--- src/rtl/rf_pulse_sequencer.sv ---
// rf_pulse_sequencer: trigger-driven Mach-Zehnder / Rabi-scan RF gate sequencer (optional HOLD dead-time under RF_SEQ_HOLDOFF_EN)
module rf_pulse_sequencer #(
   parameter int CNT_W   = 24,
   parameter int SEQ_W   = 16,
   parameter int HOLDOFF = 1000
) (
   input  logic             clk,
   input  logic             rst_n,
   input  logic             trig,
   input  logic             mode,
   input  logic [CNT_W-1:0] pi2_len,
   input  logic [CNT_W-1:0] pi_len,
   input  logic [CNT_W-1:0] gap_len,
   input  logic [CNT_W-1:0] rabi_start,
   input  logic [CNT_W-1:0] rabi_step,
   input  logic [CNT_W-1:0] rabi_max,
   input  logic             scan_clr,
   output logic             rf,
   output logic             busy,
   output logic             done,
   output logic             trig_miss,
   output logic             scan_wrap,
   output logic [CNT_W-1:0] cur_len,
   output logic [SEQ_W-1:0] seq_count
);
   localparam int HW = $clog2(HOLDOFF + 1);
   localparam int CW = CNT_W > HW ? CNT_W : HW;
   typedef enum logic [2:0] {
      IDLE, PI2_A, GAP_A, PI, GAP_B, PI2_B, RABI
`ifdef RF_SEQ_HOLDOFF_EN
      , HOLD
`endif
   } state_t;
`ifdef RF_SEQ_HOLDOFF_EN
   localparam state_t FIN_ST = HOLD;
`else
   localparam state_t FIN_ST = IDLE;
`endif
   state_t state, nxt, n_pa, n_ga, n_pi, n_gb, n_pb, n_rb;
   logic s1, s2, s3, trig_edge, idle, m, fin, wrap, started, sh_mode;
   logic [CNT_W-1:0] sh_pi2, sh_pi, sh_gap, sh_rabi, sh_start, sh_step, sh_max;
   logic [CNT_W-1:0] l_pi2, l_pi, l_gap, l_rabi, l_start, l_step, l_max;
   logic [CW-1:0] cnt, nlen;
   logic [CNT_W:0] sum;
   // synchronise trig and register its rising edge
   always_ff @(posedge clk or negedge rst_n) begin
      if (!rst_n) begin
         s1 <= 1'b0;
         s2 <= 1'b0;
         s3 <= 1'b0;
         trig_edge <= 1'b0;
      end else begin
         s1 <= trig;
         s2 <= s1;
         s3 <= s2;
         trig_edge <= s2 & ~s3;
      end
   end
   // next phase, skipping zero-length phases, and Rabi scan arithmetic
   always_comb begin
      idle = state == IDLE;
      l_pi2 = idle ? pi2_len : sh_pi2;
      l_pi = idle ? pi_len : sh_pi;
      l_gap = idle ? gap_len : sh_gap;
      l_rabi = idle ? cur_len : sh_rabi;
      l_start = idle ? rabi_start : sh_start;
      l_step = idle ? rabi_step : sh_step;
      l_max = idle ? rabi_max : sh_max;
      m = idle ? mode : sh_mode;
      n_pb = l_pi2 != '0 ? PI2_B : FIN_ST;
      n_gb = l_gap != '0 ? GAP_B : n_pb;
      n_pi = l_pi != '0 ? PI : n_gb;
      n_ga = l_gap != '0 ? GAP_A : n_pi;
      n_pa = l_pi2 != '0 ? PI2_A : n_ga;
      n_rb = l_rabi != '0 ? RABI : FIN_ST;
      nxt = state;
      case (state)
         IDLE:  nxt = trig_edge ? (mode ? n_rb : n_pa) : IDLE;
         PI2_A: nxt = cnt == '0 ? n_ga : PI2_A;
         GAP_A: nxt = cnt == '0 ? n_pi : GAP_A;
         PI:    nxt = cnt == '0 ? n_gb : PI;
         GAP_B: nxt = cnt == '0 ? n_pb : GAP_B;
         PI2_B: nxt = cnt == '0 ? FIN_ST : PI2_B;
         RABI:  nxt = cnt == '0 ? FIN_ST : RABI;
`ifdef RF_SEQ_HOLDOFF_EN
         HOLD:  nxt = cnt == '0 ? IDLE : HOLD;
`endif
         default: nxt = IDLE;
      endcase
      fin = nxt == FIN_ST && (idle ? trig_edge : state != FIN_ST);
      nlen = (nxt == PI2_A || nxt == PI2_B) ? CW'(l_pi2) :
             nxt == PI ? CW'(l_pi) :
             (nxt == GAP_A || nxt == GAP_B) ? CW'(l_gap) :
             nxt == RABI ? CW'(l_rabi) : CW'(HOLDOFF);
      sum = {1'b0, cur_len} + {1'b0, l_step};
      wrap = sum[CNT_W] || sum > {1'b0, l_max};
   end
   // state, phase counter and registered outputs
   always_ff @(posedge clk or negedge rst_n) begin
      if (!rst_n) begin
         state <= IDLE;
         cnt <= '0;
         rf <= 1'b0;
         busy <= 1'b0;
         done <= 1'b0;
         trig_miss <= 1'b0;
         seq_count <= '0;
      end else begin
         state <= nxt;
         cnt <= nxt != state ? nlen - 1'b1 : cnt - 1'b1;
         rf <= nxt == PI2_A || nxt == PI || nxt == PI2_B || nxt == RABI;
         busy <= nxt != IDLE;
         done <= fin;
         trig_miss <= trig_edge && !idle;
         seq_count <= seq_count + SEQ_W'(fin);
      end
   end
   // per-shot shadow copy of the configuration
   always_ff @(posedge clk or negedge rst_n) begin
      if (!rst_n) begin
         sh_mode <= 1'b0;
         sh_pi2 <= '0;
         sh_pi <= '0;
         sh_gap <= '0;
         sh_rabi <= '0;
         sh_start <= '0;
         sh_step <= '0;
         sh_max <= '0;
      end else if (idle && trig_edge) begin
         sh_mode <= mode;
         sh_pi2 <= pi2_len;
         sh_pi <= pi_len;
         sh_gap <= gap_len;
         sh_rabi <= cur_len;
         sh_start <= rabi_start;
         sh_step <= rabi_step;
         sh_max <= rabi_max;
      end
   end
   // Rabi length: load after reset, clear on request, step on each Rabi completion
   always_ff @(posedge clk or negedge rst_n) begin
      if (!rst_n) begin
         started <= 1'b0;
         cur_len <= '0;
         scan_wrap <= 1'b0;
      end else begin
         started <= 1'b1;
         if (!started || scan_clr) cur_len <= rabi_start;
         else if (fin && m) cur_len <= wrap ? l_start : sum[CNT_W-1:0];
         scan_wrap <= started && !scan_clr && fin && m && wrap;
      end
   end
endmodule

--- config.mk ---
export PLATFORM = sky130hd
export DESIGN_NAME = rf_pulse_sequencer
export DESIGN_NICKNAME = d
export VERILOG_FILES = /design/src/rtl/rf_pulse_sequencer.sv
export SDC_FILE = /design/constraint.sdc
export NUM_CORES = 1
export LEC_CHECK = 0
export CORE_ASPECT_RATIO = 1.75
export CORE_MARGIN = 10
export CORE_UTILIZATION = 31
export DETAILED_ROUTE_END_ITERATION = 7
export GPL_ROUTABILITY_DRIVEN = 0
export PLACE_DENSITY_LB_ADDON = 0.1
export SLEW_MARGIN = 10
export SYNTH_ARGS = -nofsm -noshare
export SYNTH_HDL_FRONTEND = slang
export SYNTH_SLANG_ARGS = --single-unit
--- constraint.sdc ---
create_clock -name clk -period 26.5 [get_ports clk]
set_input_delay 3.975 -clock clk [delete_from_list [all_inputs] [get_ports clk]]
set_output_delay 3.975 -clock clk [all_outputs]
set_load 0.02 [all_outputs]
==> impl_metrics.json, run 1 <==
{
  "synth_top_family_by_area": "simple AND/OR/NAND/NOR gates",
  "netlist_instances": 1743,
  "dieHeight_um": 309,
  "hold_path_class": "reg -> reg",
  "antenna_found_initial": 0,
  "post_cts_resized": 0,
  "grt-ovfl-total": 0,
  "nets": 2101,
  "place_hpwl_um": 44800,
  "ant_nets": 0,
  "area_growth_pct": 23.5,
  "vias": 13400,
  "yosysSeqAreaShare": 0.416,
  "setup_tns_ps": 0,
  "synth_fa_ha_area_frac": 0.0445,
  "final_max_slew_viol_count": 0,
  "synthSimpleGateAreaFrac": 0.272,
  "clk_latency_ps": 570,
  "path_max_fanout": 8,
  "end_kind": "register",
  "first_pass_iters": 5,
  "finalSetupViolCount": 0,
  "synth_edf_count": 0,
  "hp-start": "s1",
  "grt_max_degree": 90,
  "grt_usage": 0.206,
  "worst_pin_slew_ps": 1070,
  "synth_compound_area_frac": 0.126,
  "synth_area_mm2": 0.0148,
  "wirelength_um": 59300,
  "synthMuxAreaShare": 0.0775,
  "period_needed_ps": 10120,
  "die-area_mm2": 0.0572,
  "synth-async-reset-ratio": 1.00,
  "synth_nets": 1944,
  "worstRegToRegCells": 27,
  "critPathKind": "in -> reg",
  "crit_arrival_ps": 10550,
  "rows": 105,
  "ios": 194,
  "final_cell_area_mm2": 0.0183,
  "hold_buffers": 0,
  "fillCellCount": 4849,
  "ir_worst_vdd_v": 0.0000435,
  "cp_slowest_cell": "o41ai_1",
  "startpoint": "rabi_step[1]",
  "maxCapViolCount": 0,
  "post_cts_buffers": 0,
  "r2r_slack_ps": 18570,
  "synth-seq-cells": 246,
  "dpl_cell_area_mm2": 0.0173,
  "dp_cells": 2458,
  "antennaDiodeCount": 0,
  "core-area_mm2": 0.0470,
  "timing.rr.start": "state[2]",
  "synth_xor_area_frac": 0.0325,
  "rsz0062_at_grt": "no",
  "start_kind": "primary input",
  "whs_path_depth": 0,
  "grt_pass1_wl_um": 89300,
  "skew_ps": 26.0,
  "clkTransAtPathRegs_ps": 60,
  "relSlewSlack": 0.273,
  "multiInputGateArea_mm2": 0.00820,
  "grt_pass1_vias": 13800,
  "critical-path-max-stage-delay_ps": 570,
  "hold_viol": 0,
  "crit_end": "cur_len[17]",
  "p_leak_nw": 7.61,
  "clockBufferDepth": 3,
  "cts_buffers": 28,
  "fin_cells": 2508,
  "timing.final.crit_share": 0.382,
  "port_buffers": 193,
  "drive_above_1_share": 0.0672,
  "worstPathRequired_ps": 26930,
  "synth_top_flop_cell": "dfrtp_1",
  "cts_sinks": 246,
  "cts-root-buf": "clkbuf_16",
  "wire_per_inst_um": 23.7,
  "start_util": 0.315,
  "die_w_um": 185,
  "ff_latch_area_mm2": 0.00616,
  "viasPerCell": 5.35,
  "yosysWarnings": 0,
  "drt_iter0_drc": 898,
  "fin_util": 0.389,
  "cts_tree": "yes",
  "max_freq_mhz": 98.9,
  "drcViolationCount": 0,
  "power_density_mw_per_mm2": 50.0,
  "synth_cell_types": 91,
  "htree_levels": 1,
  "worst_r2r_endpoint": "cur_len[17]",
  "status": "finished clean",
  "syn_avg_cell_area_um2": 8.49
}
flip-flops by register name, summed over array words and instances, names as in the netlist, 3 cells and up:
signal and count:
cnt 24, cur_len 24, sh_gap 24, sh_max 24, sh_pi2 24, sh_pi 24, sh_rabi 24, sh_start 24
sh_step 24, seq_count 16, state 3
cells in the mapped netlist (18+ instances only):
cell type | count | area, µm²
a21oi_1 | 48 | 240
clkbuf_1 | 63 | 236
dfrtp_1 | 246 | 6160
ha_1 | 51 | 638
inv_1 | 27 | 101
mux2i_1 | 64 | 641
mux4_2 | 22 | 495
nand2_1 | 677 | 2540
nand3_1 | 26 | 130
nand4_1 | 24 | 150
nor2_1 | 61 | 229
nor3_1 | 20 | 100
nor4_1 | 48 | 300
o21ai_0 | 44 | 220
xnor2_1 | 37 | 324
xor2_1 | 18 | 158
through the flow:
step           setup slack [ps]  hold slack [ps]  total power [mW]
6_report                  16380              365             0.913
5_1_grt                   16010              384             0.949
4_1_cts                   16420              369             0.927
3_5_place_dp              15870              355             0.502
3_3_place_gp              16010              355             0.502
2_1_floorplan             17280              331             0.435
power by group:
group | leakage, nW | total (mW) | internal [mW] | switching [mW]
clock network | 0.478 | 0.419 | 0.250 | 0.169
registers | 2.54 | 0.389 | 0.379 | 0.0103
logic | 4.59 | 0.105 | 0.0475 | 0.0576
cell type report:
cell class                 instances  share of cell area
clock buffer                      41              0.0466
clock inverter                     9             0.00685
inverter                          29             0.00596
multi-input combinational       1381               0.449
sequential                       246               0.337
tap                              588              0.0403
timing repair buffer             214               0.115
cells by family (layout without fill, tap and decap cells):
| group | count (synthesis) | after routing |
|---|---|---|
| buffers and inverters | 116 | 293 |
| xor gates and xnor gates | 55 | 55 |
| and+or+nand+nor | 935 | 935 |
| adders and majority gates | 52 | 52 |
| muxes | 87 | 87 |
| other | 1 | 1 |
| AOI/OAI and AO/OA | 251 | 251 |
| DFF | 246 | 246 |
metal layers:
| layer | global-route usage | vias to the layer above | routed length [µm] |
|---|---|---|---|
| li1 | - | 6365 | - |
| met1 | 0.220 | 6615 | 21700 |
| met2 | 0.386 | 347 | 32200 |
| met3 | 0.0252 | 93 | 2380 |
| met4 | 0.102 | 0 | 3030 |
| met5 | 0 | - | 0 |
worst min path at each step:
stage,end
floorplan,s2
global placement,s3
detailed placement,s3
CTS,s3
global route,s2
finish,s2
worst max-delay path: cells and delay by family:
kind                     cells  cell delay, ps
AND/OR/NAND/NOR              6            1060
adder cells (fa/ha/maj)      2             550
AO/OA/AOI/OAI               17            4060
buffers and inverters        2             710
XOR/XNOR                     1             160
placed cells by master (no fill, tap or decap), types with 13 or more instances in the layout:
cell and n:
nand2_1 676, xnor2_1 37, a22o_1 13, clkdlybuf4s50_1 192, nor2_1 60, nand2b_1 13
clkbuf_16 29, xor2_1 18, nor4_1 48, dfrtp_1 246, ha_1 51, nor3_1 20
inv_1 27, o21ai_0 44, mux2i_1 64, buf_4 21, a21oi_1 47, nand4_1 24
mux4_2 22, a221o_1 14, nand3_1 26
Power figures use the tool's default switching activity.
==> run 2: changes to the inputs <==
clock period = 9.6 ns   (was 26.5 ns; I/O delays follow)
==> run 2 against run 1 <==
  * Clock power grew to 2.7 times the previous value
  * Largest power group unchanged
  * Final area stayed put
  * Critical path depth is 1 lower
  * Die area stayed put
  * Highest routed layer unchanged
  * Wire length hardly changed
  * Flip-flop and latch count stayed put
  * Worst setup slack worse by 14000 ps
  * First-iteration DRC count is 10% higher
  * Critical endpoint is now cur_len[15]
  * Critical path type is now reg -> reg
  * Sequential share of layout area stayed put
==> impl_metrics.json, run 2 (synthesized netlist as in run 1, its figures left out) <==
{
  "status": "finished clean",
  "worst_r2r_endpoint": "cur_len[15]",
  "multiInputGateArea_mm2": 0.00821,
  "htree_levels": 1,
  "grt-ovfl-total": 0,
  "fin_util": 0.389,
  "hold-path-endpoint": "s2",
  "grt_usage": 0.205,
  "hold_path_class": "reg -> reg",
  "whs_path_depth": 0,
  "vias": 13300,
  "fin_hold_ws_ps": 368,
  "period_needed_ps": 7540,
  "ant_nets": 0,
  "hold_viol": 0,
  "rsz0062_at_grt": "no",
  "start_util": 0.315,
  "maxCapViolCount": 0,
  "cts_sinks": 246,
  "fin_cells": 2505,
  "clockBufferDepth": 3,
  "place_hpwl_um": 44600,
  "die_w_um": 185,
  "cts_buffers": 28,
  "timing.final.crit_share": 0.786,
  "worstRegToRegCells": 27,
  "rows": 105,
  "final_max_slew_viol_count": 0,
  "dp_cells": 2454,
  "grt_max_degree": 143,
  "ir_worst_vdd_v": 0.000120,
  "clkTransAtPathRegs_ps": 60,
  "critPathKind": "reg -> reg",
  "use_met2": 0.393,
  "cp_slowest_cell": "and3b_1",
  "crit_arrival_ps": 8040,
  "worstPathRequired_ps": 10090,
  "drt_iter0_drc": 990,
  "critical-path-max-stage-delay_ps": 810,
  "grt_pass1_wl_um": 88900,
  "mostFrequentLayoutCell": "nand2_1",
  "end_kind": "register",
  "fillCellCount": 4759,
  "wirelength_um": 59300,
  "nets": 2097,
  "first_pass_iters": 7,
  "post_cts_buffers": 0,
  "startpoint": "state[2]",
  "post_cts_resized": 0,
  "antennaDiodeCount": 0,
  "start_kind": "register",
  "clk_latency_ps": 580,
  "setup_tns_ps": 0,
  "drcViolationCount": 0,
  "hp-start": "s1",
  "cts_tree": "yes",
  "grt_use_met3": 0.0220,
  "viasPerCell": 5.31,
  "area_growth_pct": 23.5,
  "path_buf_inv": 0,
  "top_usage_layer": "met2",
  "core-area_mm2": 0.0470,
  "max_freq_mhz": 133,
  "p_leak_nw": 7.61,
  "worst_pin_slew_ps": 1130,
  "ff_latch_area_mm2": 0.00616,
  "power_density_mw_per_mm2": 137,
  "ios": 194,
  "skew_ps": 23.6,
  "relSlewSlack": 0.238,
  "grt_pass1_vias": 13800,
  "path_max_fanout": 19,
  "finalSetupViolCount": 0,
  "grtUsageMet1": 0.220,
  "power_mw": 2.51,
  "crit_family": "compound AO/OA/AOI/OAI gates",
  "final_cell_mix": "nand2_1, dfrtp_1, clkdlybuf4s50_1, mux2i_1, nor2_1",
  "die-area_mm2": 0.0572,
  "port_buffers": 193,
  "cts-root-buf": "clkbuf_16",
  "r2r_slack_ps": 2060,
  "antenna_found_initial": 1,
  "dieHeight_um": 309,
  "hold_buffers": 0,
  "timing.rr.start": "state[2]",
  "drive_above_1_share": 0.0673,
  "wire_per_inst_um": 23.7
}
run 2: stage by stage:
stage                     cell area, µm²  setup slack (ps)
after floorplan                    14800              1120
after global placement             17300              1540
after detailed placement           17300              1430
after CTS                          18300              1940
after global routing               18300              1570
final                              18300              2060
run 2: layout make-up:
class                   instances  area share
multi-input cells            1381       0.449
flip-flops and latches        246       0.337
repair buffers                210       0.115
clock buffers                  35      0.0437
well taps                     588      0.0403
clock inverters                16     0.00883
inverters                      29     0.00596
run 2: worst max path at each step:
stage | end | slack (ps) | depth (start not counted)
4_1_cts | cur_len[19] | 1940 | 27
6_report | cur_len[15] | 2060 | 27
3_3_place_gp | cur_len[21] | 1540 | 27
3_5_place_dp | cur_len[19] | 1430 | 27
5_1_grt | cur_len[2] | 1570 | 27
2_1_floorplan | cur_len[10] | 1120 | 35
run 2: worst register-to-register path: stages (launching register included):
cell and delay (ps):
dfrtp_1 560, or3_2 730, nand2_1 140, nand2_1 90, ha_1 270, a21o_1 170, a21oi_1 200, o21ai_0 110
a21oi_1 240, o21bai_1 150, a41o_1 340, o41ai_1 570, o21bai_1 220, o41a_1 410, a21o_1 220, xor2_1 160
ha_1 330, a21o_1 170, a211oi_1 320, nand3_1 130, nor3_1 140, o21ai_0 110, a31oi_1 170, o21ai_0 110
nand2_1 240, and3b_1 810, a22o_1 240, a221o_1 100
run 2: routing by layer:
layer  wire (µm)  vias up
met5           0        -
met4        2630        0
met3        2170       90
met2       32500      334
met1       22000     6503
li1            -     6371
run 2: where the power goes:
part	switching, mW	internal (mW)	total (mW)
combinational	0.160	0.131	0.291
clock	0.478	0.667	1.15
sequential	0.0286	1.05	1.07
total	0.667	1.84	2.51
==> run 3: changes to the inputs <==
clock period = 7 ns   (was 9.6 ns; I/O delays follow)
==> run 3 against run 2 <==
  * Critical path depth grew 4
  * Via count grew 1.3%
  * Sequential share of layout area shrank 0.28 points
  * Worst hold slack gained 4.2 ps
  * Critical endpoint is now cur_len[10]
  * Largest cell class unchanged
  * Largest power group is now registers
==> impl_metrics.json, run 3 (synthesized netlist as in run 1, its figures left out) <==
{
  "fin_hold_ws_ps": 372,
  "start_util": 0.315,
  "finalSetupViolCount": 0,
  "wire_per_inst_um": 23.8,
  "drt_iter0_drc": 916,
  "grt_pass1_wl_um": 89700,
  "crit_arrival_ps": 7100,
  "hold_buffers": 0,
  "status": "finished clean",
  "place_hpwl_um": 45500,
  "critPathKind": "reg -> reg",
  "wirelength_um": 60200,
  "first_pass_iters": 5,
  "grt_max_degree": 118,
  "grt_pass1_vias": 14100,
  "mostFrequentLayoutCell": "nand2_1",
  "die-area_mm2": 0.0572,
  "drcViolationCount": 0,
  "top_usage_layer": "met2",
  "post_cts_buffers": 0,
  "hold_path_class": "reg -> reg",
  "final_cell_mix": "nand2_1, dfrtp_1, clkdlybuf4s50_1, mux2i_1, nor2_1",
  "max_freq_mhz": 152,
  "cts_tree": "yes",
  "cts-root-buf": "clkbuf_16",
  "use_met2": 0.392,
  "relSlewSlack": 0.314,
  "setup_tns_ps": 0,
  "post_cts_resized": 0,
  "port_buffers": 193,
  "viasPerCell": 5.32,
  "grtUsageMet1": 0.217,
  "worst_pin_slew_ps": 1030,
  "clk_latency_ps": 580,
  "grt_usage": 0.208,
  "p_leak_nw": 7.71,
  "timing.final.crit_share": 0.943,
  "hold_viol": 0,
  "vias": 13500,
  "cts_sinks": 246,
  "grt-ovfl-total": 0,
  "grt_use_met3": 0.0262,
  "maxCapViolCount": 0,
  "final_max_slew_viol_count": 0,
  "htree_levels": 1,
  "rows": 105,
  "ant_nets": 0,
  "core-area_mm2": 0.0470,
  "worstPathRequired_ps": 7500,
  "nets": 2126,
  "path_common_cell": "buf_4",
  "antenna_found_initial": 0,
  "cts_buffers": 27,
  "ir_worst_vdd_v": 0.000129,
  "cp_slowest_cell": "nor3_4",
  "power_density_mw_per_mm2": 182,
  "path_max_fanout": 15,
  "dieHeight_um": 309,
  "start_kind": "register",
  "ios": 194,
  "antennaDiodeCount": 0,
  "period_needed_ps": 6600,
  "rsz0062_at_grt": "no",
  "clkTransAtPathRegs_ps": 60,
  "die_w_um": 185,
  "critical-path-max-stage-delay_ps": 490,
  "area_growth_pct": 24.5,
  "skew_ps": 21.8,
  "fillCellCount": 4858,
  "drive_above_1_share": 0.0797,
  "clockBufferDepth": 3,
  "end_kind": "register"
}
run 3: changes by cell type in the layout (fill, tap and decap cells not counted), moves of 2 or more:
cell and delta:
clkbuf_8 +2, clkinv_2 -4, clkbuf_1 +3, clkbuf_16 -2, buf_4 +30, bufinv_16 -2
run 3: final cells by class:
class | count | area (µm²) | area share
Clock buffer | 38 | 787 | 0.0427
Clock inverter | 11 | 88.8 | 0.00482
Inverter | 29 | 109 | 0.00591
Multi-Input combinational cell | 1381 | 8220 | 0.446
Sequential cell | 246 | 6160 | 0.334
Tap cell | 588 | 736 | 0.0399
Timing Repair Buffer | 240 | 2330 | 0.126
run 3: critical path, delay by kind of cell (launching register included):
family | cells | cell delay, ps
XOR/XNOR | 1 | 160
buffers and inverters | 5 | 910
flip-flops | 1 | 370
AO/OA/AOI/OAI | 16 | 3230
adder cells (fa/ha/maj) | 2 | 580
AND/OR/NAND/NOR | 7 | 1250
run 3: metrics by stage:
step / cells / setup WS [ps] / instance area [µm²] / util / total power, mW
floorplan: 1743 / 31.7 / 14900 / - / 1.65
global placement: 2484 / 206 / 17600 / 0.373 / 1.92
detailed placement: 2484 / 124 / 17600 / 0.373 / 1.92
CTS: 2533 / 444 / 18400 / 0.392 / 3.41
global route: 2533 / 127 / 18400 / 0.392 / 3.48
finish: 2533 / 400 / 18400 / 0.392 / 3.35
run 3: final timing paths:
check                      startpoint            end  slack (ps)  cells past startpoint
max                          state[2]    cur_len[10]         400                     31
min                                s2             s3         370                      0
max reg2reg                  state[2]    cur_len[10]         400                     31
min reg2reg                        s2             s3         370                      0
max in group asynchronous       rst_n     sh_gap[22]        5240                      2
min in group asynchronous       rst_n  seq_count[13]         440                      1
run 3: power by group:
part           switching, mW  total [mW]  internal, mW
logic                  0.228       0.418         0.190
clock network          0.648        1.47         0.818
registers             0.0347        1.47          1.43
total                  0.911        3.35          2.44
run 3: per-layer routing:
metal / vias to the layer above / part of all wire
met2: 350 / 0.54
met3: 106 / 0.042
met4: 0 / 0.057
li1: 6404 / -
met1: 6617 / 0.36
met5: - / 0
